===== config.mk =====
export PLATFORM = sky130hd
export DESIGN_NAME = reg_bank_arbiter_flat
export DESIGN_NICKNAME = d
export VERILOG_FILES = /design/src/rtl/reg_bank_arbiter_if.sv /design/src/rtl/reg_bank_arbiter.sv /design/src/flat_wrapper.sv
export SDC_FILE = /design/constraint.sdc
export NUM_CORES = 1
export LEC_CHECK = 0
export BUFFER_PORTS_ARGS = -buffer_cell sky130_fd_sc_hd__buf_4
export CAP_MARGIN = 5
export CORE_MARGIN = 5
export CORE_UTILIZATION = 43
export CTS_CLUSTER_DIAMETER = 50
export DETAILED_ROUTE_END_ITERATION = 8
export PLACE_DENSITY_LB_ADDON = 0.08
export RECOVER_POWER = 100
export SLEW_MARGIN = 0
export SYNTH_ARGS = -nofsm -noshare
export SYNTH_HDL_FRONTEND = slang
export SYNTH_SLANG_ARGS = --single-unit
export TNS_END_PERCENT = 1

===== constraint.sdc =====
create_clock -name clk -period 2.5 [get_ports clk]
set_input_delay 0.375 -clock clk [delete_from_list [all_inputs] [get_ports clk]]
set_output_delay 0.375 -clock clk [all_outputs]
set_load 0.01 [all_outputs]

===== src/rtl/reg_bank_arbiter_if.sv =====
// Bus bundle between the requesters and the register-bank arbiter.
// Handshake: a requester raises req[i] with its data on wr_data and keeps
// both stable until it sees grant[i] high for one cycle after an edge. That
// grant is the write acknowledge, and q then holds the captured data.
// lock[i] is only looked at together with req[i].
interface reg_bank_arbiter_if #(
  parameter int NUM_REQ = 4,
  parameter int WIDTH   = 8
);
  logic [NUM_REQ-1:0]       req;
  logic [NUM_REQ-1:0]       lock;
  logic [NUM_REQ*WIDTH-1:0] wr_data;
  logic [NUM_REQ-1:0]       grant;
  logic [WIDTH-1:0]         q;
  logic                     q_valid;
  logic [2:0]               owner;
  logic                     locked;

  modport master (
    output req, lock, wr_data,
    input  grant, q, q_valid, owner, locked
  );

  modport slave (
    input  req, lock, wr_data,
    output grant, q, q_valid, owner, locked
  );
endinterface


===== src/rtl/reg_bank_arbiter.sv =====
// Round-robin arbiter and write sequencer for a shared register bank.
// One capture per clock: the winner's data is loaded into q, and the winner
// gets a one-cycle registered grant.
// Optional burst lock is enabled with the macro RBA_LOCK_EN. When the macro
// is undefined, the lock bus is ignored and every edge arbitrates.
module reg_bank_arbiter #(
  parameter int NUM_REQ   = 4,
  parameter int WIDTH     = 8,
  parameter int MAX_BURST = 4
) (
  input  logic              clk,
  input  logic              rst,
  reg_bank_arbiter_if.slave bus,
  output logic              o_dbg_state
);

  logic [WIDTH-1:0]   r_q, w_q_nxt;
  logic [NUM_REQ-1:0] r_grant, w_grant_nxt;
  logic               r_q_valid, w_q_valid_nxt;
  logic [2:0]         r_owner, w_owner_nxt;
  logic [2:0]         r_rr_ptr, w_rr_ptr_nxt;

  logic               w_any_req;
  logic               w_hi_found;
  logic [2:0]         w_hi_win, w_lo_win, w_win;
  logic [WIDTH-1:0]   w_win_data;
  logic               w_win_lock;

  function automatic logic [NUM_REQ-1:0] onehot(input logic [2:0] idx);
    onehot = '0;
    for (int k = 0; k < NUM_REQ; k++) begin
      if (idx == 3'(k)) onehot[k] = 1'b1;
    end
  endfunction

  function automatic logic [2:0] wrap_inc(input logic [2:0] idx);
    wrap_inc = (idx == 3'(NUM_REQ - 1)) ? 3'd0 : idx + 3'd1;
  endfunction

  // Winner search: the lowest active index at or above rr_ptr, else the lowest active index overall
  always_comb begin
    w_hi_found = 1'b0;
    w_hi_win   = '0;
    w_lo_win   = '0;
    for (int j = NUM_REQ - 1; j >= 0; j--) begin
      if (bus.req[j] && (3'(j) >= r_rr_ptr)) begin
        w_hi_win   = 3'(j);
        w_hi_found = 1'b1;
      end
      if (bus.req[j]) w_lo_win = 3'(j);
    end
    w_win     = w_hi_found ? w_hi_win : w_lo_win;
    w_any_req = |bus.req;
  end

  // Winner data/lock mux
  always_comb begin
    w_win_data = '0;
    w_win_lock = 1'b0;
    for (int k = 0; k < NUM_REQ; k++) begin
      if (w_win == 3'(k)) begin
        w_win_data = bus.wr_data[k*WIDTH +: WIDTH];
        w_win_lock = bus.lock[k];
      end
    end
  end

`ifdef RBA_LOCK_EN
  typedef enum logic {S_IDLE = 1'b0, S_LOCKED = 1'b1} state_t;

  state_t       r_state, w_state_nxt;
  logic [3:0]   r_burst_cnt, w_burst_nxt;
  logic [WIDTH-1:0] w_own_data;
  logic         w_own_req, w_own_lock, w_hold;

  // Current owner's request/lock/data mux
  always_comb begin
    w_own_data = '0;
    w_own_req  = 1'b0;
    w_own_lock = 1'b0;
    for (int k = 0; k < NUM_REQ; k++) begin
      if (r_owner == 3'(k)) begin
        w_own_data = bus.wr_data[k*WIDTH +: WIDTH];
        w_own_req  = bus.req[k];
        w_own_lock = bus.lock[k];
      end
    end
    w_hold = (r_state == S_LOCKED) && w_own_req && w_own_lock &&
             (r_burst_cnt < 4'(MAX_BURST));
  end

  // Next state and capture: keep the burst, or release and arbitrate in the same edge.
  // During a burst rr_ptr is already owner+1, so the release scan naturally
  // starts after the former owner.
  always_comb begin
    w_state_nxt   = r_state;
    w_burst_nxt   = r_burst_cnt;
    w_q_nxt       = r_q;
    w_grant_nxt   = '0;
    w_q_valid_nxt = 1'b0;
    w_owner_nxt   = r_owner;
    w_rr_ptr_nxt  = r_rr_ptr;
    if (w_hold) begin
      w_q_nxt       = w_own_data;
      w_grant_nxt   = onehot(r_owner);
      w_q_valid_nxt = 1'b1;
      w_burst_nxt   = r_burst_cnt + 4'd1;
    end else begin
      w_state_nxt = S_IDLE;
      w_burst_nxt = 4'd0;
      if (w_any_req) begin
        w_q_nxt       = w_win_data;
        w_grant_nxt   = onehot(w_win);
        w_q_valid_nxt = 1'b1;
        w_owner_nxt   = w_win;
        w_rr_ptr_nxt  = wrap_inc(w_win);
        if (w_win_lock) begin
          w_state_nxt = S_LOCKED;
          w_burst_nxt = 4'd1;
        end
      end
    end
  end

  // State register and burst counter
  always_ff @(posedge clk or posedge rst) begin
    if (rst) begin
      r_state     <= S_IDLE;
      r_burst_cnt <= 4'd0;
    end else begin
      r_state     <= w_state_nxt;
      r_burst_cnt <= w_burst_nxt;
    end
  end

  assign bus.locked  = (r_state == S_LOCKED);
  assign o_dbg_state = r_state;
`else
  logic w_unused_lock;
  assign w_unused_lock = w_win_lock ^ (^bus.lock);

  // Plain round-robin capture on every edge with an active request
  always_comb begin
    w_q_nxt       = r_q;
    w_grant_nxt   = '0;
    w_q_valid_nxt = 1'b0;
    w_owner_nxt   = r_owner;
    w_rr_ptr_nxt  = r_rr_ptr;
    if (w_any_req) begin
      w_q_nxt       = w_win_data;
      w_grant_nxt   = onehot(w_win);
      w_q_valid_nxt = 1'b1;
      w_owner_nxt   = w_win;
      w_rr_ptr_nxt  = wrap_inc(w_win);
    end
  end

  assign bus.locked  = 1'b0;
  assign o_dbg_state = 1'b0;
`endif

  // Register bank, acknowledge and rotation pointer
  always_ff @(posedge clk or posedge rst) begin
    if (rst) begin
      r_q       <= '0;
      r_grant   <= '0;
      r_q_valid <= 1'b0;
      r_owner   <= 3'd0;
      r_rr_ptr  <= 3'd0;
    end else begin
      r_q       <= w_q_nxt;
      r_grant   <= w_grant_nxt;
      r_q_valid <= w_q_valid_nxt;
      r_owner   <= w_owner_nxt;
      r_rr_ptr  <= w_rr_ptr_nxt;
    end
  end

  assign bus.q       = r_q;
  assign bus.grant   = r_grant;
  assign bus.q_valid = r_q_valid;
  assign bus.owner   = r_owner;

endmodule

===== src/flat_wrapper.sv =====
// flat-port wrapper written by rule: the top's interface ports become plain ports
module reg_bank_arbiter_flat 
#(
  parameter int NUM_REQ   = 4,
  parameter int WIDTH     = 8,
  parameter int MAX_BURST = 4
)
  (clk, rst, o_dbg_state, bus_req, bus_lock, bus_wr_data, bus_grant, bus_q, bus_q_valid, bus_owner, bus_locked);
  reg_bank_arbiter_if #(.NUM_REQ(NUM_REQ), .WIDTH(WIDTH)) bus_i ();
  input  logic clk;
  input  logic rst;
  output logic o_dbg_state;
  input wire logic [$bits(bus_i.req)-1:0] bus_req;
  input wire logic [$bits(bus_i.lock)-1:0] bus_lock;
  input wire logic [$bits(bus_i.wr_data)-1:0] bus_wr_data;
  output wire logic [$bits(bus_i.grant)-1:0] bus_grant;
  output wire logic [$bits(bus_i.q)-1:0] bus_q;
  output wire logic [$bits(bus_i.q_valid)-1:0] bus_q_valid;
  output wire logic [$bits(bus_i.owner)-1:0] bus_owner;
  output wire logic [$bits(bus_i.locked)-1:0] bus_locked;
  assign bus_i.req = bus_req;
  assign bus_i.lock = bus_lock;
  assign bus_i.wr_data = bus_wr_data;
  assign bus_grant = bus_i.grant;
  assign bus_q = bus_i.q;
  assign bus_q_valid = bus_i.q_valid;
  assign bus_owner = bus_i.owner;
  assign bus_locked = bus_i.locked;
  reg_bank_arbiter #(.NUM_REQ(NUM_REQ), .WIDTH(WIDTH), .MAX_BURST(MAX_BURST)) u_core (.clk(clk), .rst(rst), .bus(bus_i), .o_dbg_state(o_dbg_state));
endmodule

* Word-level counts from Yosys, hierarchy flattened
Index checks and enable logic that the tools add are counted. W data, S select, Z words.
Operators by class: add/sub/neg operators 1, magnitude comparators 4, equality and inequality tests 3, multiplexer cells 24, reduce and logical (&&, ||, !) cells 6
Operator list (number):
- $mux W8 | 4
- $mux W2 | 9
- $mux W1 | 9
- $eq A3 B2 Y1 const B | 2
- $ge A1 B3 Y1 const A | 2
- $ge A2 B3 Y1 const A | 2
- $logic_and A1 B1 Y1 | 4
- $mux W4 | 1
- $reduce_or A4 Y1 | 1
- $add A3 B1 Y3 const B | 1
- $eq A3 B1 Y1 const B | 1
- $logic_not A3 Y1 | 1
- $mux W3 | 1
Word-level totals: register bits 19, bits of input ports 42, output and inout port bits 18, logic and storage cells 43

* Longest topological paths before layout
Gate-level depths: netlist (run 1).
depth after elaboration 12, gate-level depth with buffers 9, gate-level depth less buffers 7

* Least setup slack after synthesis (run 1)
No wires, ideal clock.
kind register -> register, start point register u_core.r_rr_ptr[1], end point register u_core.r_q[1], in the netlist u_core.bus.q[1], library setup time 0.082 ns, arrival time 1.988 ns, required time 2.418 ns, path slack 0.430 ns, stages on the path, launching flop included 9, path buffers 2, clock period less this slack 2.070 ns, path through dfrtp_1 mux2i_1 nor2_1 or3_1 ha_1 buf_2 buf_2 a221o_1 a31oi_1
Between the ends: word-level cells in the longest chain between the ends 12, elaborated cells between the ends (all ways) 25, classes of those cells order compare: 4; eq/ne: 3; mux: 13; reduce/logical: 5
RTL lines:
- start: declaration | line reg_bank_arbiter.sv:21 | logic [2:0] r_rr_ptr, w_rr_ptr_nxt;
- start signal: assignment | line reg_bank_arbiter.sv:175 | r_rr_ptr <= w_rr_ptr_nxt;
- $ge A2 B3 Y1 | line reg_bank_arbiter.sv:46 | if (bus.req[j] && (3'(j) >= r_rr_ptr)) begin
- $logic_and A1 B1 Y1 | line reg_bank_arbiter.sv:46
- $mux W2 or $mux W1 (tied branches) (4 in series) | line reg_bank_arbiter.sv:46
- $mux W2 * | line reg_bank_arbiter.sv:52 | w_win = w_hi_found ? w_hi_win : w_lo_win;
- $logic_not A3 Y1 | line reg_bank_arbiter.sv:61 | if (w_win == 3'(k)) begin
- $mux W8 (3 in series) | line reg_bank_arbiter.sv:61
- $mux W8 * | line reg_bank_arbiter.sv:61
- end signal: assignment | line reg_bank_arbiter.sv:171 | r_q <= w_q_nxt;
- end: declaration | line reg_bank_arbiter.sv:17 | logic [WIDTH-1:0] r_q, w_q_nxt;
Every way passes the cells marked *; elsewhere a longest branch is shown, timed or not. A chain may end at the register's enable or synchronous reset.

* Worst setup path in the final report (run 1)
start point register u_core.r_rr_ptr[1], end point register u_core.r_q[4], in the netlist u_core.bus.q[4]
Same word-level chain as after synthesis.

==> results.json, run 1 <==
{
  "outcome": "finished, final reports clean",
  "postCtsSetupRepairBufs": 0,
  "ys.flop_type": "sky130_fd_sc_hd__dfrtp_1",
  "synthArstFlopShare_pct": 100.0,
  "post_route_cells_drive_above_1_share_pct": 25.61,
  "drc_errors": 0,
  "wl_per_cell_um": 12.86,
  "synthAdderAreaFrac_pct": 4.751,
  "cts_tree": "done",
  "synth_top_family_by_area": "compound AO/OA/AOI/OAI gates",
  "reg2reg_setup_slack_ns": 0.24,
  "filler_cell_count": 244,
  "synthSimpleGateAreaFrac_pct": 19.71,
  "drtAntennaViolNets": 0,
  "synth.yosys.seq_area_share_pct": 40.38,
  "number_of_buffers_created_by_cts": 3,
  "max_clock_buf_depth": 2,
  "site_rows": 18,
  "crit_path_start": "u_core.r_rr_ptr[1]$_DFFE_PP0N_",
  "largest_fanout_on_the_critical_path": 17,
  "timing.critical_path.from_type": "flip-flop",
  "seq_power_share_pct": 37.5,
  "setup_tns_ns": 0,
  "yosysTopAreaCell": "sky130_fd_sc_hd__dfrtp_1",
  "critPathArrivalTime_ns": 2.46,
  "yosys-top-cells-area": "sky130_fd_sc_hd__dfrtp_1 40%, sky130_fd_sc_hd__a221o_1 7.6%, sky130_fd_sc_hd__nand3b_1 5.7%",
  "synth.top_cell.area_share_pct": 40.38,
  "ctsHtreeMaxLevel": 1,
  "rr_startpoint": "u_core.r_rr_ptr[1]$_DFFE_PP0N_",
  "netlist_area_um2": 1054,
  "clkPwrFrac_pct": 11.9,
  "critical_path.endpoint_type": "flip-flop",
  "cts-resized-gates": 0,
  "clkTransAtPathRegs_ns": 0.09,
  "synth-edff-count": 0,
  "clk_latency_ns": 0.28,
  "port_buffers": 52,
  "die_width_um": 59.50,
  "timing.reg2reg.worst_path_depth": 7,
  "number_of_antenna_violations_at_the_first_check_in_global_routing": 0,
  "via_count": 974,
  "clk_root_buffer_cell": "sky130_fd_sc_hd__clkbuf_4",
  "grt_max_degree": 26,
  "drt_pre_antenna_iters": 4,
  "crit_path_end": "u_core.bus.q[4]$_DFFE_PP0N_",
  "dieArea_um2": 3540,
  "power_report.internal_total_w": 0.0007338,
  "timing.critical_path.required_ns": 2.71,
  "core_um2": 2410,
  "synthesis.instances": 117,
  "finalWeightedCongestion": 0.7287,
  "total_leakage_power_nw": 0.6637,
  "utilization_pct": 57.11,
  "report.final.hold_viol_count": 0,
  "synth.avg_cell_area_um2": 9.004,
  "distinct_cell_type_count_after_synthesis": 28,
  "totalPowerFinal_w": 0.001196,
  "crit_path_max_incr_delay_ns": 0.50,
  "synth.cells.most_frequent": "17 x sky130_fd_sc_hd__dfrtp_1, 12 x sky130_fd_sc_hd__inv_1, 11 x sky130_fd_sc_hd__nor2_1, 10 x sky130_fd_sc_hd__a21oi_1, 9 x sky130_fd_sc_hd__nand2_1",
  "worst_slew_margin_rel_pct": 49.26,
  "antenna_cells_inserted": 0,
  "combPwrFrac_pct": 50.6,
  "fp.dieH_um": 59.50,
  "grt_pass1_wl_um": 3995,
  "ys_warn_count": 0,
  "worstHoldPathType": "input port to asynchronous set/reset pin",
  "worst_margin_pin_slew_ns": 0.7612,
  "power_switching_share_pct": 38.62,
  "setup_slack_after_placement_ns": 0.1897,
  "via_per_inst": 5.021,
  "rr_endpoint": "u_core.bus.q[4]$_DFFE_PP0N_",
  "design.final.nets": 211,
  "vdd_ir_drop_max_uv": 406.5,
  "first_global_vias": 960,
  "area_fraction_in_compound_gates_after_synthesis_pct": 20.31,
  "critical_path_cell_by_cell": "nand2b_1 -> a21oi_1 -> or3_1 -> ha_1 -> a21oi_1 -> a221o_1 -> a31oi_1",
  "critical-path-top-cell-by-count": "sky130_fd_sc_hd__a21oi_1",
  "period_share_pct": 90.28,
  "ios": 60,
  "worst-path-buf-inv": 0,
  "synth_most_common_cell": "sky130_fd_sc_hd__dfrtp_1",
  "cts_hold_repair.buffers": 0,
  "powerDensity_nw_per_um2": 868.7,
  "maxSlewViolCount": 0,
  "place_hpwl_um": 1931,
  "dr.first_iter.drc_count": 7,
  "grt_total_usage_pct": 14.86,
  "postRouteWirelength_um": 2495,
  "postLayoutSetupSlackWorst_ns": 0.2431,
  "fmaxAchievable_ghz": 0.4431,
  "min_period_ns": 2.257,
  "worst_clock_skew_ns": 0.003468,
  "cap_viol_max_count": 0,
  "start_util_pct": 43.72,
  "synthXorXnorAreaFrac_pct": 0,
  "logic_depth_of_the_worst_setup_path_including_buffers": 7,
  "rsz0062_at_grt": "no",
  "ys_seq_elements": 17,
  "critical_path.slowest_cell": "sky130_fd_sc_hd__ha_1",
  "overflow": 0,
  "power.switching_w": 0.0004618,
  "cpLargestDelayFamily": "compound AO/OA/AOI/OAI gates",
  "setup-violations-final": 0,
  "syn_to_final_growth_pct": 30.64,
  "post_synth_mux_area_share_pct": 2.375,
  "worstSetupPathType": "flip-flop to flip-flop",
  "cts_sinks": 17
}
per-stage QoR:
| step | std cells | cell area, um^2 | hold WS, ns |
|---|---|---|---|
| finish | 194 | 1376 | 0.1723 |
| global route | 194 | 1376 | 0.2147 |
| CTS | 194 | 1440 | 0.1810 |
| detailed placement | 190 | 1414 | 0.4995 |
| global placement | 190 | 1414 | 0.4849 |
| floorplan | 119 | 1061 | 0.3011 |
layout by cell type, fill, tap and decap left out:
master and n:
sky130_fd_sc_hd__dfrtp_1 17, sky130_fd_sc_hd__clkbuf_4 5, sky130_fd_sc_hd__clkbuf_1 16, sky130_fd_sc_hd__or2_2 1, sky130_fd_sc_hd__a221o_1 8, sky130_fd_sc_hd__buf_4 36, sky130_fd_sc_hd__o32a_1 1, sky130_fd_sc_hd__or4_1 1
sky130_fd_sc_hd__nor3_1 1, sky130_fd_sc_hd__nand3b_1 8, sky130_fd_sc_hd__mux2_1 1, sky130_fd_sc_hd__and2_0 3, sky130_fd_sc_hd__a21oi_1 10, sky130_fd_sc_hd__mux2i_1 1, sky130_fd_sc_hd__nand2_1 9, sky130_fd_sc_hd__or3_1 1
sky130_fd_sc_hd__nor2_1 11, sky130_fd_sc_hd__nand2b_1 2, sky130_fd_sc_hd__and2_1 1, sky130_fd_sc_hd__o22ai_1 1, sky130_fd_sc_hd__inv_1 12, sky130_fd_sc_hd__ha_1 4, sky130_fd_sc_hd__nor2b_1 1, sky130_fd_sc_hd__a311oi_1 1
sky130_fd_sc_hd__conb_1 3, sky130_fd_sc_hd__o32ai_1 1, sky130_fd_sc_hd__a31oi_1 8
registers in the layout, summed over array words and instances, names as in the netlist:
register	cells
u_core.bus.q	8
u_core.bus.grant	4
u_core.r_rr_ptr	2
u_core.bus.owner	2
u_core.bus.q_valid	1
layout make-up:
| class | instances | area (um^2) | area share [%] |
|---|---|---|---|
| well taps | 30 | 37.54 | 2.727 |
| clock buffers | 4 | 26.28 | 1.909 |
| flip-flops and latches | 17 | 425.4 | 30.91 |
| multi-input cells | 78 | 500.5 | 36.36 |
| inverters | 12 | 45.04 | 3.273 |
| repair buffers | 53 | 341.6 | 24.82 |
worst min path at each step:
stage | start | end | slack (ns) | depth (start not counted)
final | rst | u_core.bus.owner[0]$_DFFE_PP0N_ | 0.17 | 2
after global routing | rst | u_core.bus.owner[0]$_DFFE_PP0N_ | 0.21 | 2
after CTS | rst | u_core.bus.q_valid$_DFF_PP0_ | 0.18 | 2
after detailed placement | rst | u_core.bus.q_valid$_DFF_PP0_ | 0.50 | 2
after global placement | rst | u_core.bus.q_valid$_DFF_PP0_ | 0.48 | 2
after floorplan | rst | u_core.bus.grant[0]$_DFF_PP0_ | 0.30 | 1
cells by family after synthesis:
kind of cell	Yosys count
other	1
DFF	17
and+or+nand+nor	39
AOI/OAI and AO/OA	30
adders and majority gates	4
buffers and inverters	24
muxes	2
per-layer routing:
metal  GRT usage, %  routed length, um
met1          16.44                975
met2          27.30               1327
met3          3.268                166
met4          5.696                 25
met5              0                  0
power groups by stage:
| stage | Combinational [W] | Sequential (W) | Clock, W |
|---|---|---|---|
| 2_1_floorplan | 0.000393 | 0.000499 | 0 |
| 3_3_place_gp | 0.000691 | 0.000453 | 0 |
| 3_5_place_dp | 0.000705 | 0.000461 | 0 |
| 4_1_cts | 0.000708 | 0.000455 | 0.000151 |
| 5_1_grt | 0.000670 | 0.000465 | 0.000164 |
| 6_report | 0.000605 | 0.000448 | 0.000142 |
(Power assumes the default switching activity.)
==> run 2, diff against run 1 <==
--- a/config.mk
+++ b/config.mk
@@ -11,7 +11,7 @@
 export CORE_UTILIZATION = 43
 export CTS_CLUSTER_DIAMETER = 50
 export DETAILED_ROUTE_END_ITERATION = 8
-export PLACE_DENSITY_LB_ADDON = 0.08
+export PLACE_DENSITY = 0.78
 export RECOVER_POWER = 100
 export SLEW_MARGIN = 0
 export SYNTH_ARGS = -nofsm -noshare
==> run 2 against run 1 <==
Final area is essentially flat. Largest power group unchanged. Sequential share of layout area is essentially flat. Combinational power grew 3.8%. Maximum frequency grew 2.8%. Total power grew 2.7%.
==> results.json, run 2 (synthesis results as in run 1) <==
{
  "wl_per_cell_um": 14.01,
  "combPwrFrac_pct": 51.2,
  "antenna_cells_inserted": 0,
  "cap_viol_max_count": 0,
  "power.switching_w": 0.0004877,
  "largest_fanout_on_the_critical_path": 17,
  "maxSlewViolCount": 0,
  "worst_hold_slack_ns": 0.1607,
  "place_hpwl_um": 2081,
  "first_global_vias": 983,
  "power_report.internal_total_w": 0.0007397,
  "worst_margin_pin_slew_ns": 0.7357,
  "grt_total_usage_pct": 15.49,
  "worst-path-buf-inv": 0,
  "overflow": 0,
  "syn_to_final_growth_pct": 30.76,
  "grt_pass1_wl_um": 4215,
  "worstSetupPathType": "flip-flop to flip-flop",
  "crit_path_max_incr_delay_ns": 0.45,
  "powerDensity_nw_per_um2": 891.0,
  "dieArea_um2": 3540,
  "drtAntennaViolNets": 0,
  "setup_tns_ns": 0,
  "clk_latency_ns": 0.29,
  "site_rows": 18,
  "postCtsSetupRepairBufs": 0,
  "critPathArrivalTime_ns": 2.40,
  "largest_register_ffs": 8,
  "via_count": 1010,
  "timing.critical_path.from_type": "flip-flop",
  "seq_power_share_pct": 36.9,
  "critical_path_cell_by_cell": "nand2b_1 -> a21oi_1 -> or3_1 -> ha_2 -> a21oi_1 -> a221o_1 -> a31oi_1",
  "drt_pre_antenna_iters": 4,
  "ios": 60,
  "clkPwrFrac_pct": 11.9,
  "period_share_pct": 87.84,
  "cts_tree": "done",
  "number_of_buffers_created_by_cts": 3,
  "totalPowerFinal_w": 0.001227,
  "finalWeightedCongestion": 0.8056,
  "worstHoldPathType": "input port to asynchronous set/reset pin",
  "fmaxAchievable_ghz": 0.4554,
  "core_um2": 2410,
  "fp.dieH_um": 59.50,
  "timing.critical_path.required_ns": 2.71,
  "postRouteWirelength_um": 2717,
  "clk_root_buffer_cell": "sky130_fd_sc_hd__clkbuf_4",
  "rsz0062_at_grt": "no",
  "grt_max_degree": 26,
  "die_width_um": 59.50,
  "critical_path.slowest_cell": "sky130_fd_sc_hd__dfrtp_1",
  "critical_path.endpoint_type": "flip-flop",
  "dr.first_iter.drc_count": 18,
  "max_clock_buf_depth": 2,
  "worst_clock_skew_ns": 0.006030,
  "vdd_ir_drop_max_uv": 506.7,
  "ctsHtreeMaxLevel": 1,
  "total_leakage_power_nw": 0.6594,
  "report.final.hold_viol_count": 0,
  "via_per_inst": 5.206,
  "drc_errors": 0,
  "min_period_ns": 2.196,
  "start_util_pct": 43.72,
  "crit_path_start": "u_core.r_rr_ptr[1]$_DFFE_PP0N_",
  "final_common_cell": "sky130_fd_sc_hd__buf_4",
  "number_of_antenna_violations_at_the_first_check_in_global_routing": 0,
  "design.final.nets": 211,
  "rr_startpoint": "u_core.r_rr_ptr[1]$_DFFE_PP0N_",
  "critical-path-top-cell-by-count": "sky130_fd_sc_hd__a21oi_1",
  "setup-violations-final": 0,
  "clkTransAtPathRegs_ns": 0.10,
  "cts_sinks": 17,
  "cpLargestDelayFamily": "compound AO/OA/AOI/OAI gates",
  "port_buffers": 52,
  "cts_hold_repair.buffers": 0,
  "power_switching_share_pct": 39.74,
  "outcome": "finished, final reports clean",
  "post_route_cells_drive_above_1_share_pct": 26.22,
  "worst_slew_margin_rel_pct": 50.95,
  "final_cell_mix": "36 x sky130_fd_sc_hd__buf_4, 17 x sky130_fd_sc_hd__clkbuf_1, 17 x sky130_fd_sc_hd__dfrtp_1"
}
run 2: cell counts in the layout (fill, tap and decap cells not counted):
Identical to the previous run, type by type.
run 2: worst paths after layout:
check                           slack (ns)  cells after the start                              end
max in group asynchronous             1.93                      2   u_core.r_rr_ptr[0]$_DFFE_PP0N_
min in group clk                      0.34                      3      u_core.bus.q[1]$_DFFE_PP0N_
worst min-delay path                  0.16                      2      u_core.bus.q[3]$_DFFE_PP0N_
worst max-delay path                  0.30                      7      u_core.bus.q[6]$_DFFE_PP0N_
worst min register to register        0.54                      2  u_core.bus.owner[0]$_DFFE_PP0N_
worst max register to register        0.30                      7      u_core.bus.q[6]$_DFFE_PP0N_
run 2: layout make-up:
class / instances / area, um^2
Inverter: 12 / 45.04
Timing Repair Buffer: 53 / 337.8
Fill cell: 231 / 1032
Sequential cell: 17 / 425.4
Clock buffer: 4 / 26.28
Multi-Input combinational cell: 78 / 505.5
Tap cell: 30 / 37.54
run 2: timing repair:
item                                    CTS  global route
endpoints found under the setup margin    0             4
resized for setup                         0             2
hold endpoints to repair                  0             0
run 2: worst reg2reg max path, cell delays in order (launching register included):
cell and delay, ns:
sky130_fd_sc_hd__dfrtp_1 0.45, sky130_fd_sc_hd__nand2b_1 0.19, sky130_fd_sc_hd__a21oi_1 0.29, sky130_fd_sc_hd__or3_1 0.19
sky130_fd_sc_hd__ha_2 0.38, sky130_fd_sc_hd__a21oi_1 0.08, sky130_fd_sc_hd__a221o_1 0.34, sky130_fd_sc_hd__a31oi_1 0.19
run 2: through the flow:
step / utilization, % / setup slack, ns / instance area [um^2] / instances
after floorplan: - / 0.4303 / 1061 / 119
final: 57.17 / 0.3039 / 1378 / 194
after CTS: 59.76 / 0.1524 / 1440 / 194
after global routing: 57.17 / 0.1108 / 1378 / 194
after global placement: 58.67 / 0.2555 / 1414 / 190
after detailed placement: 58.67 / 0.1644 / 1414 / 190
run 2: power by group through the flow:
stage               logic, W  clock network (W)  registers (W)
finish              0.000628           0.000146       0.000453
global route        0.000696           0.000160       0.000469
CTS                 0.000717           0.000149       0.000458
detailed placement  0.000714                  0       0.000465
global placement    0.000691                  0       0.000454
floorplan           0.000393                  0       0.000499
run 2: metal layers:
layer	wire length, um	vias up	global-route usage [%]	share of wire, %
met4	61	0	6.646	2.2
met2	1413	30	28.24	52
met1	1093	478	18.19	40
li1	-	495	-	-
met5	0	-	0	0
met3	148	7	1.525	5.4
==> run 3, diff against run 2 <==
--- a/config.mk
+++ b/config.mk
@@ -7,11 +7,11 @@
 export LEC_CHECK = 0
 export BUFFER_PORTS_ARGS = -buffer_cell sky130_fd_sc_hd__buf_4
 export CAP_MARGIN = 5
-export CORE_MARGIN = 5
+export CORE_MARGIN = 2
 export CORE_UTILIZATION = 43
 export CTS_CLUSTER_DIAMETER = 50
 export DETAILED_ROUTE_END_ITERATION = 8
-export PLACE_DENSITY = 0.78
+export PLACE_DENSITY = 0.85
 export RECOVER_POWER = 100
 export SLEW_MARGIN = 0
 export SYNTH_ARGS = -nofsm -noshare
==> run 3 against run 2 <==
Core utilization grew 3.8 points. Total power grew 0.14%. Clock skew shrank 0.0048 ns. Worst hold slack gained 0.0098 ns. Critical path depth is the same. Global-route usage grew 3.4 points. Flip-flop and latch count is the same. Register-to-register slack gained 0.02 ns. Via count grew 0.30%. Final area shrank 0.18%. Sequential share of layout area grew 0.056 points. Non-clock buffer count is the same.
==> results.json, run 3 (synthesis results as in run 1) <==
{
  "outcome": "finished, final reports clean",
  "drtAntennaViolNets": 0,
  "drt_pre_antenna_iters": 4,
  "max_clock_buf_depth": 2,
  "critical_path.slowest_cell": "sky130_fd_sc_hd__dfrtp_1",
  "critPathArrivalTime_ns": 2.38,
  "clk_root_buffer_cell": "sky130_fd_sc_hd__clkbuf_4",
  "port_buffers": 52,
  "cpLargestDelayFamily": "compound AO/OA/AOI/OAI gates",
  "dr.first_iter.drc_count": 19,
  "min_period_ns": 2.175,
  "totalPowerFinal_w": 0.001229,
  "report.final.hold_viol_count": 0,
  "powerDensity_nw_per_um2": 893.8,
  "maxSlewViolCount": 0,
  "maxUsedRoutingLayer": "met4",
  "critical_path.endpoint_type": "flip-flop",
  "place_inst": 188,
  "number_of_antenna_violations_at_the_first_check_in_global_routing": 0,
  "wl_per_cell_um": 13.79,
  "wirelength_met1_um": 1091,
  "ios": 60,
  "worst_hold_slack_ns": 0.1705,
  "period_share_pct": 86.99,
  "clk_latency_ns": 0.28,
  "site_rows": 17,
  "timing.critical_path.required_ns": 2.71,
  "overflow": 0,
  "drc_errors": 0,
  "cap_viol_max_count": 0,
  "worst_margin_pin_slew_ns": 0.7074,
  "wl_met2_um": 1355,
  "largest_fanout_on_the_critical_path": 17,
  "cts_tree": "done",
  "via_per_inst": 5.276,
  "timing.critical_path.from_type": "flip-flop",
  "postCtsSetupRepairBufs": 0,
  "place_hpwl_um": 2018,
  "utilization_pct": 60.99,
  "cts_sinks": 17,
  "final_common_cell": "sky130_fd_sc_hd__buf_4",
  "clkTransAtPathRegs_ns": 0.10,
  "grt_total_usage_pct": 18.89,
  "design.final.nets": 211,
  "crit_path_max_incr_delay_ns": 0.44,
  "postRouteWirelength_um": 2647,
  "dieArea_um2": 2862,
  "critical_path_cell_by_cell": "mux2i_1 -> nor2_1 -> nor3_1 -> ha_2 -> a21oi_1 -> a221o_1 -> a31oi_1",
  "worstHoldPathType": "input port to asynchronous set/reset pin",
  "ctsHtreeMaxLevel": 1,
  "syn_to_final_growth_pct": 30.52,
  "via_count": 1013,
  "number_of_buffers_created_by_cts": 3,
  "post_route_cells_drive_above_1_share_pct": 26.22,
  "worst-path-buf-inv": 0,
  "setup-violations-final": 0,
  "core_um2": 2255,
  "rsz0062_at_grt": "no",
  "fp.dieH_um": 53.50,
  "total_leakage_power_nw": 0.6579,
  "final_cells": 192,
  "fmaxAchievable_ghz": 0.4598,
  "antenna_cells_inserted": 0,
  "setup_tns_ns": 0,
  "vdd_ir_drop_max_uv": 477.5,
  "worst_slew_margin_rel_pct": 52.84,
  "die_width_um": 53.50,
  "largest_register_ffs": 8,
  "final_cell_mix": "36 x sky130_fd_sc_hd__buf_4, 17 x sky130_fd_sc_hd__clkbuf_1, 17 x sky130_fd_sc_hd__dfrtp_1",
  "finalWeightedCongestion": 0.7679,
  "grt_pass1_wl_um": 3953,
  "start_util_pct": 46.73,
  "worstSetupPathType": "flip-flop to flip-flop",
  "first_global_vias": 959,
  "routed-wl-met3_um": 148,
  "worst_clock_skew_ns": 0.001228,
  "grt_max_degree": 26
}
-- run 3: repair_timing --
action	in CTS	in global routing
gates resized for setup	0	2
endpoints found under the setup margin	0	2
hold buffers	0	0
-- run 3: routing by layer --
metal  vias up  GRT usage [%]
li1        496              -
met1       467          22.69
met2        44          33.95
met3         6          3.107
met4         0          5.556
met5         -              0
-- run 3: where the power goes --
part	internal [W]	switching [W]
clock network	0.0000618	0.0000846
logic	0.000289	0.000339
registers	0.000388	0.0000668
total	0.000739	0.000490
-- run 3: area by class of cell --
class | count | area (um^2)
Clock buffer | 4 | 26.28
Inverter | 12 | 45.04
Multi-Input combinational cell | 78 | 505.5
Timing Repair Buffer | 53 | 337.8
Fill cell | 210 | 879.6
Sequential cell | 17 | 425.4
Tap cell | 28 | 35.03
-- run 3: metrics by stage --
step / instance area [um^2] / setup slack (ns)
after global placement: 1411 / 0.2359
after floorplan: 1061 / 0.4303
after global routing: 1375 / 0.1212
final: 1375 / 0.3253
after detailed placement: 1411 / 0.1984
after CTS: 1438 / 0.1951
-- run 3: path summary, 6_finish.rpt --
path                                            startpoint                              end  slack, ns  cells after the start
min in group clk                           bus_wr_data[25]      u_core.bus.q[1]$_DFFE_PP0N_       0.35                      3
hold reg to reg            u_core.bus.owner[0]$_DFFE_PP0N_  u_core.bus.owner[0]$_DFFE_PP0N_       0.53                      2
hold / removal                                         rst  u_core.bus.owner[1]$_DFFE_PP0N_       0.17                      2
setup / recovery            u_core.r_rr_ptr[1]$_DFFE_PP0N_      u_core.bus.q[6]$_DFFE_PP0N_       0.33                      7
setup reg to reg            u_core.r_rr_ptr[1]$_DFFE_PP0N_      u_core.bus.q[6]$_DFFE_PP0N_       0.33                      7
max in group asynchronous                              rst      u_core.bus.q[4]$_DFFE_PP0N_       1.92                      2
